<file path="src/rtl/seg7_pkg.sv">
// Shared 7-segment definitions for the HEX display chain (forward and readback paths).
// Patterns are active-low, index 0 = segment a ... index 6 = segment g.
package seg7_pkg;

    typedef logic [0:6] seg_pat_t;

    localparam seg_pat_t SEG_0     = 7'b0000001;
    localparam seg_pat_t SEG_1     = 7'b1001111;
    localparam seg_pat_t SEG_2     = 7'b0010010;
    localparam seg_pat_t SEG_3     = 7'b0000110;
    localparam seg_pat_t SEG_4     = 7'b1001100;
    localparam seg_pat_t SEG_5     = 7'b0100100;
    localparam seg_pat_t SEG_6     = 7'b0100000;
    localparam seg_pat_t SEG_7     = 7'b0001111;
    localparam seg_pat_t SEG_8     = 7'b0000000;
    localparam seg_pat_t SEG_9     = 7'b0000100;
    localparam seg_pat_t SEG_BLANK = 7'b1111111;

    localparam logic [3:0] CODE_BLANK = 4'hF;

endpackage

</file>
<file path="src/rtl/seg7_pattern_decode.sv">
// Combinational inverse of the HEX segment encoder: pattern -> {ok, code}.
// Any pattern outside the digit/blank table reports ok=0.
module seg7_pattern_decode
    import seg7_pkg::*;
(
    input  logic [0:6] pat,
    output logic       ok,
    output logic [3:0] code
);

    always_comb begin
        ok   = 1'b1;
        code = 4'h0;
        case (pat)
            SEG_0:     code = 4'd0;
            SEG_1:     code = 4'd1;
            SEG_2:     code = 4'd2;
            SEG_3:     code = 4'd3;
            SEG_4:     code = 4'd4;
            SEG_5:     code = 4'd5;
            SEG_6:     code = 4'd6;
            SEG_7:     code = 4'd7;
            SEG_8:     code = 4'd8;
            SEG_9:     code = 4'd9;
            SEG_BLANK: code = CODE_BLANK;
            default: begin
                ok   = 1'b0;
                code = 4'h0;
            end
        endcase
    end

endmodule

</file>
<file path="src/rtl/seg7_scan_capture.sv">
// Readback of a scanned active-low 7-segment display: synchronise, wait for the
// anode select to settle, sample once per dwell, and commit digits after repeated agreement.
module seg7_scan_capture
    import seg7_pkg::*;
#(
    parameter int NDIG   = 4,
    parameter int SETTLE = 4,
    parameter int STABLE = 3
) (
    input  logic              clk,
    input  logic              rst,
    input  logic [0:6]        seg_n,
    input  logic [NDIG-1:0]   an_n,
    output logic [4*NDIG-1:0] digits,
    output logic [NDIG-1:0]   digit_vld,
    output logic [NDIG-1:0]   digit_err,
    output logic              upd,
    output logic              sel_err
);

    localparam int CW = $clog2(SETTLE + 1);
    localparam int SW = $clog2(STABLE + 1);
    localparam int LW = $clog2(NDIG + 1);
    localparam logic [CW-1:0] SETTLE_MAX = CW'(SETTLE);
    localparam logic [CW-1:0] SAMPLE_AT  = CW'(SETTLE - 1);
    localparam logic [SW-1:0] STABLE_MAX = SW'(STABLE);

    logic [0:6]      seg_s1, seg_s2;
    logic [NDIG-1:0] an_s1, an_s2, an_prev;
    logic [CW-1:0]   settle_cnt;
    logic            an_changed;
    logic            sample_pt;
    logic [LW-1:0]   low_cnt;
    logic [NDIG-1:0] strobe;
    logic            sel_hit;
    logic            dec_ok;
    logic [3:0]      dec_code;
    logic [NDIG-1:0] upd_hit;

    // Two-flop synchronisers; idle (all 1s) is the inactive level for both buses.
    always_ff @(posedge clk or posedge rst) begin
        if (rst) begin
            seg_s1 <= '1;
            seg_s2 <= '1;
            an_s1  <= '1;
            an_s2  <= '1;
        end else begin
            seg_s1 <= seg_n;
            seg_s2 <= seg_s1;
            an_s1  <= an_n;
            an_s2  <= an_s1;
        end
    end

    assign an_changed = (an_s2 != an_prev);

    always_ff @(posedge clk or posedge rst) begin
        if (rst) begin
            an_prev    <= '1;
            settle_cnt <= '0;
        end else begin
            an_prev <= an_s2;
            if (an_changed)
                settle_cnt <= '0;
            else if (settle_cnt != SETTLE_MAX)
                settle_cnt <= settle_cnt + 1'b1;
        end
    end

    // The counter passes SETTLE-1 exactly once per dwell, so this fires at most once.
    assign sample_pt = !an_changed && (settle_cnt == SAMPLE_AT);

    always_comb begin
        low_cnt = '0;
        for (int i = 0; i < NDIG; i++)
            low_cnt = low_cnt + LW'(!an_s2[i]);
    end

    assign strobe  = (sample_pt && low_cnt == LW'(1)) ? ~an_s2 : '0;
    assign sel_hit = sample_pt && (low_cnt > LW'(1));

    always_ff @(posedge clk or posedge rst) begin
        if (rst) begin
            sel_err <= 1'b0;
            upd     <= 1'b0;
        end else begin
            sel_err <= sel_hit;
            upd     <= |upd_hit;
        end
    end

    seg7_pattern_decode u_decode (
        .pat  (seg_s2),
        .ok   (dec_ok),
        .code (dec_code)
    );

    for (genvar gi = 0; gi < NDIG; gi++) begin : g_digit
        logic [3:0]    cand;
        logic [SW-1:0] stab;
        logic [SW-1:0] stab_nxt;
        logic [3:0]    dig_q;
        logic          vld_q;
        logic          err_q;
        logic          commit;

        always_comb begin
            stab_nxt = SW'(1);
            if (dec_code == cand)
                stab_nxt = (stab == STABLE_MAX) ? stab : stab + 1'b1;
        end

        assign commit      = strobe[gi] && dec_ok && (stab_nxt == STABLE_MAX);
        // Re-commits of an unchanged value stay silent.
        assign upd_hit[gi] = commit && (!vld_q || dig_q != dec_code);

        always_ff @(posedge clk or posedge rst) begin
            if (rst) begin
                cand  <= '0;
                stab  <= '0;
                dig_q <= '0;
                vld_q <= 1'b0;
                err_q <= 1'b0;
            end else if (strobe[gi]) begin
                if (!dec_ok) begin
                    err_q <= 1'b1;
                    stab  <= '0;
                end else begin
                    err_q <= 1'b0;
                    cand  <= dec_code;
                    stab  <= stab_nxt;
                    if (commit) begin
                        dig_q <= dec_code;
                        vld_q <= 1'b1;
                    end
                end
            end
        end

        assign digits[4*gi +: 4] = dig_q;
        assign digit_vld[gi]     = vld_q;
        assign digit_err[gi]     = err_q;
    end

endmodule
</file>
<file path="config.mk">
export PLATFORM = sky130hd
export DESIGN_NAME = seg7_scan_capture
export DESIGN_NICKNAME = d
export VERILOG_FILES = /design/src/rtl/seg7_pkg.sv /design/src/rtl/seg7_pattern_decode.sv /design/src/rtl/seg7_scan_capture.sv
export SDC_FILE = /design/constraint.sdc
export NUM_CORES = 1
export LEC_CHECK = 0
export ABC_AREA = 1
export CORE_MARGIN = 3
export CORE_UTILIZATION = 45
export CTS_BUF_LIST = sky130_fd_sc_hd__clkbuf_4
export CTS_CLUSTER_SIZE = 8
export DETAILED_ROUTE_END_ITERATION = 8
export GPL_ROUTABILITY_DRIVEN = 0
export PLACE_DENSITY = 0.73
export SLEW_MARGIN = 20
export SYNTH_ARGS = -nofsm -noshare
export SYNTH_HDL_FRONTEND = slang
export SYNTH_SLANG_ARGS = --single-unit
export TNS_END_PERCENT = 30
</file>
<file path="constraint.sdc">
create_clock -name clk -period 3.7 [get_ports clk]
set_input_delay 0.555 -clock clk [delete_from_list [all_inputs] [get_ports clk]]
set_output_delay 0.555 -clock clk [all_outputs]
set_load 0.05 [all_outputs]
</file>
# ---- Yosys cells after proc, flatten, opt, wreduce, memory -nomap -nowiden
# Cells that the tools add are included.
dict set report op_classes {
  n_addsub 8
  multipliers 0
  div 0
  order_cmp 1
  n_eq_ne 30
  shifts 0
  muxes 18
  n_bitwise 1
  reduce_logical 40
}
# op n
set op_table {}
lappend op_table {{4-bit case mux with 10 select lines} 1}
lappend op_table {{2-bit 2-to-1 mux} 12}
lappend op_table {{7-bit equality test (second input constant)} 3}
lappend op_table {{4-bit != test} 5}
lappend op_table {{2-bit equality test (second input constant)} 8}
lappend op_table {{4-bit equality test} 4}
lappend op_table {{1-bit logical AND} 15}
lappend op_table {{7-bit by 3-bit equality test with 1-bit output (second input constant)} 2}
lappend op_table {{7-bit by 6-bit equality test with 1-bit output (second input constant)} 2}
lappend op_table {{3-bit AND reduction} 4}
lappend op_table {{11-bit OR reduction} 1}
lappend op_table {{1-bit zero test} 9}
lappend op_table {{2-bit by 1-bit adder with 2-bit output (second input constant)} 4}
lappend op_table {{2-bit AND reduction} 4}
lappend op_table {{7-bit by 1-bit equality test with 1-bit output (second input constant)} 1}
lappend op_table {{7-bit by 4-bit equality test with 1-bit output (second input constant)} 1}
lappend op_table {{7-bit by 5-bit equality test with 1-bit output (second input constant)} 1}
lappend op_table {{7-bit zero test} 1}
lappend op_table {{3-bit 2-to-1 mux} 2}
lappend op_table {{1-bit logical OR} 4}
lappend op_table {{4-bit 2-to-1 mux} 1}
lappend op_table {{4-bit NOT} 1}
lappend op_table {{4-bit OR reduction} 1}
lappend op_table {{2-bit by 1-bit adder with 3-bit output} 1}
lappend op_table {{9 further kinds} 10}
dict set report totals {
  regBits 79
  latchBits 0
  ramBits 0
  romBits 0
  input_bits 13
  output_inout_bits 26
  word_cells 126
  mem_count 0
}

# ---- Longest topological paths before layout
# Gate-level depths: netlist (run 1).
dict set report depth {
  ltp_word 11
  ltp_mapped 14
  depth_no_buf 14
}

# ---- Modules after synthesis
# A second synthesis (run 1) with hierarchy kept.
dict set report unflattened {
  cells_unflattened 401
  hier_area_um2 3862.5
}
# mod n_inst cells_each area_per_inst_um2 seq_area_each_um2
set modules_own_cells {}
lappend modules_own_cells {seg7_scan_capture 1 346 3595.9 2009.4}
lappend modules_own_cells {seg7_pattern_decode 1 55 266.5 0.0}

# ---- Worst setup path before layout (run 1)
# Ideal clock, no wire load.
dict set report synth_path {
  path_kind {flip-flop to flip-flop}
  from {reg an_s2[1]}
  to {reg g_digit[2].dig_q[2]}
  setup_time_ps 125
  arrival_ps 2594
  required_time_ps 3575
  setup_slack_ps 981
  stages_incl_launch_ff 14
  synth_period_minus_slack_ps 2719
  cell_sequence {dfstp_2 > fa_1 > inv_1 > ha_1 > inv_1 > ha_1 > nor3b_1 > nand4_2 > nor2_2 > nand2_4 > nor2_4 > nand4_4 > nand2_1 > o21ai_1}
}
dict set report synth_between {
  elab_chain_len 10
}
# element line
set synth_rtl {}
lappend synth_rtl {{from (decl)} seg7_scan_capture.sv:29} ;# logic [NDIG-1:0] an_s1, an_s2, an_prev;
lappend synth_rtl {{from (signal assigned)} seg7_scan_capture.sv:51} ;# an_s2 <= an_s1;
lappend synth_rtl {{1-bit zero test} seg7_scan_capture.sv:76} ;# low_cnt = low_cnt + LW'(!an_s2[i]);
lappend synth_rtl {{1-bit by 1-bit adder with 2-bit output} seg7_scan_capture.sv:76}
lappend synth_rtl {{2-bit by 1-bit adder with 3-bit output} seg7_scan_capture.sv:76}
lappend synth_rtl {{3-bit by 1-bit adder with 3-bit output} seg7_scan_capture.sv:76}
lappend synth_rtl {{3-bit by 1-bit equality test with 1-bit output} seg7_scan_capture.sv:79} ;# assign strobe = (sample_pt && low_cnt == LW'(1)) ? ~an_s2 : '0;
lappend synth_rtl {{1-bit logical AND (*)} seg7_scan_capture.sv:79}
lappend synth_rtl {{4-bit 2-to-1 mux (*)} seg7_scan_capture.sv:79}
lappend synth_rtl {{1-bit logical AND (2 in series)} seg7_scan_capture.sv:113} ;# assign commit = strobe[gi] && dec_ok && (stab_nxt == STABLE_MAX);
lappend synth_rtl {{3-bit AND reduction (no source line) (*)} -}
lappend synth_rtl {{to (signal assigned)} seg7_scan_capture.sv:133} ;# dig_q <= dec_code;
lappend synth_rtl {{to (decl)} seg7_scan_capture.sv:102} ;# logic [3:0] dig_q;
# Every way passes the cells marked *; elsewhere a longest branch is shown, timed or not.
# A chain may end at the register's enable or synchronous reset.

# ---- Worst setup path after layout (run 1)
dict set report layout_path {
  from {reg an_s2[1]}
  to {reg upd}
}
dict set report layout_between {
  elab_chain_len 11
}
# element line
set layout_rtl {}
lappend layout_rtl {{1-bit zero test} seg7_scan_capture.sv:76}
lappend layout_rtl {{1-bit by 1-bit adder with 2-bit output} seg7_scan_capture.sv:76}
lappend layout_rtl {{2-bit by 1-bit adder with 3-bit output} seg7_scan_capture.sv:76}
lappend layout_rtl {{3-bit by 1-bit adder with 3-bit output} seg7_scan_capture.sv:76}
lappend layout_rtl {{3-bit by 1-bit equality test with 1-bit output} seg7_scan_capture.sv:79}
lappend layout_rtl {{1-bit logical AND} seg7_scan_capture.sv:79}
lappend layout_rtl {{4-bit 2-to-1 mux (*)} seg7_scan_capture.sv:79}
lappend layout_rtl {{1-bit logical AND (2 in series)} seg7_scan_capture.sv:113}
lappend layout_rtl {{1-bit logical AND} seg7_scan_capture.sv:115} ;# assign upd_hit[gi] = commit && (!vld_q || dig_q != dec_code);
lappend layout_rtl {{4-bit OR reduction (*)} seg7_scan_capture.sv:88} ;# upd <= |upd_hit;
lappend layout_rtl {{to (signal assigned)} seg7_scan_capture.sv:88}
lappend layout_rtl {{to (decl)} seg7_scan_capture.sv:17} ;# output logic upd,
# Marked as above.

==> results of run 1 <==
## routing by layer
metal  GRT usage [%]  vias up
met5               0        -
met1           21.77     1466
li1                -     1536
met3           4.063       13
met2           29.02       48
met4           5.317        0
## logic make-up (layout without fill, tap and decap cells)
family	count (synthesis)	in the layout	share of synthesized area [%]
and+or+nand+nor	246	246	31.56
DFF	79	79	49.31
buffers and inverters	74	115	8.075
AOI/OAI and AO/OA	55	55	7.215
adders and majority gates	7	7	2.333
xor gates and xnor gates	7	7	1.504
## power by group
part,switching (W),total [W],internal (W),leakage (nW)
combinational,0.0000671,0.000104,0.0000371,1.08
clock,0.000306,0.000523,0.000218,0.0813
sequential,0.0000125,0.000903,0.000890,1.01
## layout by cell type (no fill, tap or decap), drive strengths merged
cell	instances
dfstp	26
nor3	4
dfrtp	53
inv	61
nor3b	2
ha	6
a21oi	6
fa	1
clkbuf	10
clkdlybuf4s50	38
o21ai	46
nand3b	3
clkinv	3
xor2	7
nor2	60
nand3	24
o21a	3
nand4	8
bufinv	1
buf	2
nand2	145
## flip-flops by register name, indices dropped and copies added, names as in the netlist
| name | cells |
|---|---|
| g_digit.cand | 16 |
| g_digit.dig_q | 16 |
| g_digit.stab | 8 |
| seg_s1 | 7 |
| seg_s2 | 7 |
| an_prev | 4 |
| an_s1 | 4 |
| an_s2 | 4 |
| g_digit.err_q | 4 |
| g_digit.vld_q | 4 |
| settle_cnt | 3 |
| sel_err | 1 |
| upd | 1 |
## cell usage after synthesis, types with 4 or more instances
library cell,instances,area (µm²)
sky130_fd_sc_hd__nor2_1,36,135.1
sky130_fd_sc_hd__o21ai_0,29,145.1
sky130_fd_sc_hd__nor2_2,10,62.56
sky130_fd_sc_hd__nor2_4,14,157.7
sky130_fd_sc_hd__nand2_2,7,43.79
sky130_fd_sc_hd__nand3_2,4,40.04
sky130_fd_sc_hd__nand2_4,5,56.30
sky130_fd_sc_hd__ha_1,6,75.07
sky130_fd_sc_hd__buf_2,5,25.02
sky130_fd_sc_hd__o21ai_1,16,80.08
sky130_fd_sc_hd__a21oi_1,6,30.03
sky130_fd_sc_hd__nand4_1,6,37.54
sky130_fd_sc_hd__nand2_1,133,499.2
sky130_fd_sc_hd__buf_4,8,60.06
sky130_fd_sc_hd__inv_1,52,195.2
sky130_fd_sc_hd__nand3_1,15,75.07
sky130_fd_sc_hd__nand3_4,5,87.58
sky130_fd_sc_hd__dfrtp_1,53,1326
sky130_fd_sc_hd__inv_2,7,26.28
sky130_fd_sc_hd__xor2_1,7,61.31
sky130_fd_sc_hd__nor3_1,4,20.02
sky130_fd_sc_hd__dfstp_2,26,683.2
## path summary, 6_finish.rpt
path / slack (ns) / start / depth (start not counted) / to
worst max-delay path: 0.43 / an_s2[1]$_DFF_PP1_ / 14 / upd$_DFF_PP0_
worst min-delay path: 0.36 / seg_s1[1]$_DFF_PP1_ / 0 / seg_s2[1]$_DFF_PP1_
worst max register to register: 0.43 / an_s2[1]$_DFF_PP1_ / 14 / upd$_DFF_PP0_
worst min register to register: 0.36 / seg_s1[1]$_DFF_PP1_ / 0 / seg_s2[1]$_DFF_PP1_
max in group asynchronous: 2.27 / rst / 3 / seg_s2[0]$_DFF_PP1_
min in group asynchronous: 0.59 / rst / 2 / g_digit[2].vld_q$_DFFE_PP0P_
## stage by stage
step                instances  instance area (µm²)  total power, W  worst slack, ns
floorplan                 468                 4075       0.0009902           0.9810
global placement          601                 4498        0.001021           0.5859
detailed placement        601                 4498        0.001025           0.4220
CTS                       617                 4641        0.001548           0.4073
global route              617                 4641        0.001594           0.1606
finish                    617                 4641        0.001530           0.4315
## final cells by class
type,count,share of cell area [%]
clock inverter,6,1.456
timing repair buffer,40,8.520
tap,108,2.912
sequential,79,43.30
inverter,59,4.772
clock buffer,10,1.618
multi-input combinational,315,37.42
==> impl_results.rst, run 1 <==
.. list-table::
   :header-rows: 1

   * - Metric
     - Value
   * - Routed length on met2
     - roughly 4 mm
   * - Least-Margin Pin Slew
     - about 0.8 ns
   * - Instance count of the mapped netlist
     - roughly 470
   * - Worst path max stage delay
     - ~0.61 ns
   * - Antenna diodes
     - 0
   * - Final critical path time including I/O delays and setup
     - roughly 3.3 ns
   * - Placeable core area
     - slightly below 9000 µm²
   * - Flop and latch count out of synthesis
     - just under 80
   * - Post-DP HPWL
     - around 6 mm
   * - Crit-path most repeated cell
     - sky130_fd_sc_hd__nor2_1
   * - Layout filler cell count
     - a little under 800
   * - Die area
     - 10,230 µm²
   * - Starting Density
     - about 47%
   * - Cell at the slowest stage of the critical path
     - sky130_fd_sc_hd__dfstp_2
   * - Clock transition time at the flip-flop clock pins of the worst setup and hold paths
     - 0.13 ns
   * - Static leakage power
     - 2.173 nW
   * - Met3 wirelength from detailed routing
     - around 340 µm
   * - Peak ir drop on the vdd network
     - ~0.00022 V
   * - Detailed-route wire length on metal 1
     - 3.491 mm
   * - Critical path capture point type
     - register
   * - Summed instance area of the synthesized netlist
     - approximately 4000 µm²
   * - Dominant register cell in the synthesized netlist
     - sky130_fd_sc_hd__dfrtp_1
   * - Number of clock sinks
     - 79
   * - Outcome
     - finished, final reports clean
   * - Detailed-router iteration count before antenna repair
     - 5
   * - Postcts setup bufs
     - 0
   * - Quantity of I/O buffers inserted on ports
     - 38
   * - Library cells used by synthesis
     - 30
   * - Critical path's top delay family
     - simple AND/OR/NAND/NOR gates
   * - Core Rows
     - 34
   * - PostCTS Resize Cnt
     - 0
   * - Unrepaired setup endpoints after global routing
     - false
   * - Clock tree from TritonCTS
     - built
   * - Period utilisation layout
     - around nine tenths
   * - Total negative slack
     - 0 ns
   * - Count of flip-flops with a built-in enable after synthesis
     - 0
   * - Wire length of the first global-routing pass
     - 13.88 mm
   * - Per-cell routed wire length
     - 12.94 µm
   * - Mean post-synth cell area
     - 8.708 µm²
   * - Total overflow reported by the global router
     - 0
   * - Layout area overhead
     - 13.88%
   * - Number of nets produced by synthesis
     - roughly 490
   * - Maximum capacitance violations
     - 0
   * - Final net count
     - approximately 520
   * - Highest routed layer
     - met4
   * - I/O pin cnt
     - 39
   * - Antenna-violating nets left
     - 0
   * - Fraction of final layout cells with drive strength greater than 1
     - 19.65%
   * - CP Max Fanout
     - 11
   * - Final hold vios
     - 0
   * - Die Y
     - a little over 100 µm
   * - Clock insertion delay at the later pin of the skew report
     - between 0.4 and 0.5 ns
   * - Startpoint type of the worst setup path
     - register
   * - Maximum number of pins on one net before global-route repair
     - 41
   * - Vias in the first global route
     - 3,055
   * - Crit path cell chain
     - fa_1 -> inv_1 -> ha_1 -> inv_1 -> ha_1 -> nor3b_1 -> nand4_2 -> nor2_1 -> nand2_1 -> nor2_2 -> nand3_4 -> nor2_1 -> nor2_1 -> nand2_1
   * - Clock tree buffer depth
     - 2
   * - Layout Utilization
     - a little over half
   * - Post-detailed-route via-to-cell ratio
     - between 4 and 5
   * - Synthesis Warnings
     - 0
   * - Hold-fix buffers at CTS
     - 0
   * - Number of buffers created by CTS
     - 9
   * - H-tree depth
     - 3
   * - Share of flip-flops with an asynchronous set or reset after synthesis
     - 100.0%
   * - Worst Path Required
     - roughly 4.1 ns
   * - Maximum clock frequency
     - 306.0 MHz
   * - Residual DRC
     - 0
   * - Die width
     - about 100 µm
   * - Sum of routed wire length over all layers
     - 7.985 mm
   * - Headroom to the max-slew limit
     - 45.08%
   * - Final-report max-slew violation count
     - 0
   * - Worst setup path class
     - register to register
   * - Vias after detailed routing
     - just over 3,000
   * - Total GRT Usage
     - around 17%
   * - Root buf cell
     - sky130_fd_sc_hd__clkbuf_4
   * - Total area of multi-input combinational cells
     - approximately 1700 µm²
   * - Share of the yosys chip area belonging to registers
     - 49.31%
   * - Data arrival time of the critical path
     - approximately 3.7 ns
   * - Number of failing setup endpoints in the final timing report
     - 0
   * - Hold slack
     - 0.3631 ns
   * - Clk_skew
     - ~0.016 ns
   * - Bufs and invs on worst path
     - 2
   * - Power density over cell area
     - ~330 nW/µm²
   * - Sequential Area
     - 2009 µm²
   * - Number of DRC markers after the initial detailed-route iteration
     - 166
   * - Hold crit path type
     - register to register
   * - Initial antenna violation count
     - 0
(Power assumes the default switching activity.)
==> inputs of run 2 (changes only) <==
- CAP_MARGIN: default -> 10
- CTS_CLUSTER_SIZE: 8 -> default
- PLACE_DENSITY: 0.73 -> 0.69
==> run 2 against run 1 <==
  * Clock skew grew 0.014 ns
  * Register-to-register slack is essentially flat
  * Largest power group unchanged
  * Maximum frequency grew 0.21%
  * Critical endpoint unchanged
  * Via count shrank 1.1%
  * Sequential power is essentially flat
  * Global-route usage is essentially flat
  * Highest routed layer unchanged
  * Final cell count is the same
  * Hold slack is essentially flat
==> impl_results.rst, run 2 (synthesis results as in run 1) <==
.. list-table::
   :header-rows: 1

   * - Metric
     - Value
   * - Number of failing setup endpoints in the final timing report
     - 0 (unchanged)
   * - Number of buffers created by CTS
     - 9 (unchanged)
   * - Final critical path time including I/O delays and setup
     - 3.262 ns (-0.006723 ns)
   * - I/O pin cnt
     - 39 (unchanged)
   * - Vias after detailed routing
     - 3,028 (-1.1%)
   * - Worst hold path cell count
     - 0 (unchanged)
   * - Starting Density
     - 46.50% (unchanged)
   * - Clock transition time at the flip-flop clock pins of the worst setup and hold paths
     - 0.14 ns (about the same)
   * - H-tree depth
     - 3 (unchanged)
   * - Worst reg2reg startpoint
     - an_s2[0]$_DFF_PP1_
   * - Leading cell type in the layout, fill and taps excluded
     - sky130_fd_sc_hd__nand2_1
   * - Total overflow reported by the global router
     - 0 (unchanged)
   * - Die area
     - 10,230 µm² (unchanged)
   * - Residual DRC
     - 0 (unchanged)
   * - CP Max Fanout
     - 11 (unchanged)
   * - Initial antenna violation count
     - 0 (unchanged)
   * - Wire length of the first global-routing pass
     - 13.94 mm (+0.40%)
   * - Maximum capacitance violations
     - 0 (unchanged)
   * - Critical path capture point type
     - register
   * - Startpoint of the worst hold path
     - seg_s1[4]$_DFF_PP1_
   * - Layout filler cell count
     - 803 (+1.4%)
   * - Antenna diodes
     - 0 (unchanged)
   * - R2R Path End
     - upd$_DFF_PP0_
   * - Final-report max-slew violation count
     - 0 (unchanged)
   * - Post-detailed-route via-to-cell ratio
     - 4.908 (-1.1%)
   * - Headroom to the max-slew limit
     - 65.48% (+20 points)
   * - Data arrival time of the critical path
     - 3.62 ns (-0.04 ns)
   * - Layout area overhead
     - 13.69%
   * - Final net count
     - 524 (unchanged)
   * - Commonest cells after routing, fill and taps aside
     - sky130_fd_sc_hd__nand2_1 (133), sky130_fd_sc_hd__dfrtp_1 (53), sky130_fd_sc_hd__inv_1 (51)
   * - Postcts setup bufs
     - 0 (unchanged)
   * - Static leakage power
     - 2.160 nW (-0.61%)
   * - Number of clock sinks
     - 79 (unchanged)
   * - Fraction of final layout cells with drive strength greater than 1
     - 19.65% (unchanged)
   * - Power density over cell area
     - 316.8 nW/µm² (-4.0%)
   * - Hold slack
     - 0.3631 ns (-0.00005000 ns)
   * - Detailed-router iteration count before antenna repair
     - 4 (-1)
   * - Clk_skew
     - 0.02971 ns (+0.01413 ns)
   * - PostCTS Resize Cnt
     - 0 (unchanged)
   * - Hold-fix buffers at CTS
     - 0 (unchanged)
   * - Final hold vios
     - 0 (unchanged)
   * - Core Rows
     - 34 (unchanged)
   * - Antenna-violating nets left
     - 0 (unchanged)
   * - Least-Margin Pin Slew
     - 0.5161 ns (-0.3065 ns)
   * - Sequential Area
     - 2009 µm² (unchanged)
   * - Overall power after layout
     - 0.001468 W (-4.1%)
   * - Post-DP HPWL
     - 5.765 mm (-2.0%)
   * - Maximum number of pins on one net before global-route repair
     - 79 (+93%)
   * - Total GRT Usage
     - 17.10% (-0.025 points)
   * - Sum of routed wire length over all layers
     - 7.877 mm (-1.4%)
   * - Worst Path Required
     - 4.06 ns (-0.03 ns)
   * - Number of cells traversed by the worst register-to-register path
     - 14 (unchanged)
   * - Internal reg-to-reg setup slack
     - 0.44 ns (about the same)
   * - Largest registers
     - g_digit.cand (16), g_digit.dig_q (16), g_digit.stab (8)
   * - Die Y
     - 101.2 µm (unchanged)
   * - Period utilisation layout
     - 88.16% (-0.18 points)
   * - Total area of multi-input combinational cells
     - 1737 µm² (unchanged)
   * - Outcome
     - finished, final reports clean
   * - Worst setup path class
     - register to register
   * - Clock tree buffer depth
     - 2 (unchanged)
   * - Placeable core area
     - 8763 µm² (unchanged)
   * - Quantity of I/O buffers inserted on ports
     - 38 (unchanged)
   * - Clock insertion delay at the later pin of the skew report
     - 0.42 ns (about the same)
   * - Peak ir drop on the vdd network
     - 0.0001982 V (-9.4%)
   * - Hold crit path type
     - register to register
   * - Maximum clock frequency
     - 306.6 MHz (+0.21%)
   * - Unrepaired setup endpoints after global routing
     - false
   * - Per-cell routed wire length
     - 12.77 µm (-1.4%)
   * - Total negative slack
     - 0 ns (unchanged)
   * - Startpoint type of the worst setup path
     - register
   * - Clock tree from TritonCTS
     - built
   * - Vias in the first global route
     - 3,117 (+2.0%)
   * - Number of DRC markers after the initial detailed-route iteration
     - 143 (-14%)
   * - Root buf cell
     - sky130_fd_sc_hd__clkbuf_4
   * - Endpoint of the worst hold path
     - seg_s2[4]$_DFF_PP1_
   * - Die width
     - 101.2 µm (unchanged)
-- run 2: changes by cell type in the layout (fill, tap and decap cells not counted) --
cell / delta
sky130_fd_sc_hd__bufinv_16: -1
sky130_fd_sc_hd__clkinv_4: -1
sky130_fd_sc_hd__clkbuf_4: +2
sky130_fd_sc_hd__buf_4: -1
sky130_fd_sc_hd__buf_12: +1
sky130_fd_sc_hd__clkinv_2: -1
sky130_fd_sc_hd__inv_4: -1
sky130_fd_sc_hd__clkinvlp_4: +2
-- run 2: metal layers --
metal | part of all wire, % | vias up | GRT usage [%] | wire length, µm
met3 | 3.5 | 11 | 4.408 | 276
met1 | 45 | 1447 | 20.88 | 3507
met2 | 50 | 41 | 29.73 | 3960
met4 | 1.7 | 0 | 5.215 | 133
li1 | - | 1529 | - | -
met5 | 0 | - | 0 | 0
-- run 2: final cells by class --
class / instances / area share (%)
Clock buffer: 12 / 1.944
Multi-Input combinational cell: 315 / 37.48
Inverter: 59 / 4.780
Tap cell: 108 / 2.917
Clock inverter: 4 / 0.7021
Timing Repair Buffer: 40 / 8.804
Sequential cell: 79 / 43.37
-- run 2: worst max path at each step --
| stage | slack [ns] | startpoint | cells after the start | end |
|---|---|---|---|---|
| 6_report | 0.44 | an_s2[0]$_DFF_PP1_ | 14 | upd$_DFF_PP0_ |
| 5_1_grt | 0.13 | an_s2[0]$_DFF_PP1_ | 14 | upd$_DFF_PP0_ |
| 4_1_cts | 0.41 | an_s2[0]$_DFF_PP1_ | 14 | upd$_DFF_PP0_ |
| 3_5_place_dp | 0.46 | an_s2[1]$_DFF_PP1_ | 14 | upd$_DFF_PP0_ |
| 3_3_place_gp | 0.57 | an_s2[1]$_DFF_PP1_ | 14 | upd$_DFF_PP0_ |
| 2_1_floorplan | 0.98 | an_s2[1]$_DFF_PP1_ | 13 | g_digit[2].dig_q[2]$_DFFE_PP0P_ |
-- run 2: critical path, cell delays in order, from the launching register on --
cell and delay, ns:
sky130_fd_sc_hd__dfstp_2 0.62, sky130_fd_sc_hd__fa_1 0.40, sky130_fd_sc_hd__inv_1 0.07, sky130_fd_sc_hd__ha_1 0.16, sky130_fd_sc_hd__inv_1 0.05, sky130_fd_sc_hd__ha_1 0.26
sky130_fd_sc_hd__nor3b_1 0.26, sky130_fd_sc_hd__nand4_2 0.26, sky130_fd_sc_hd__nor2_1 0.22, sky130_fd_sc_hd__nand2_1 0.24, sky130_fd_sc_hd__nor2_2 0.22, sky130_fd_sc_hd__nand3_4 0.15
sky130_fd_sc_hd__nor2_1 0.17, sky130_fd_sc_hd__nor2_1 0.06, sky130_fd_sc_hd__nand2_1 0.06
-- run 2: metrics by stage --
step	cells	worst slack [ns]	cell area, µm²	util [%]
6_report	617	0.4382	4633	52.87
5_1_grt	617	0.1305	4633	52.87
4_1_cts	617	0.4144	4633	52.87
3_5_place_dp	601	0.4567	4511	51.47
3_3_place_gp	601	0.5689	4511	51.47
2_1_floorplan	468	0.9810	4075	-
-- run 2: power breakdown --
group	switching [W]	leakage, nW	internal [W]
Combinational	0.0000673	1.08	0.0000379
Sequential	0.0000126	1.01	0.000890
Clock	0.000294	0.0642	0.000165
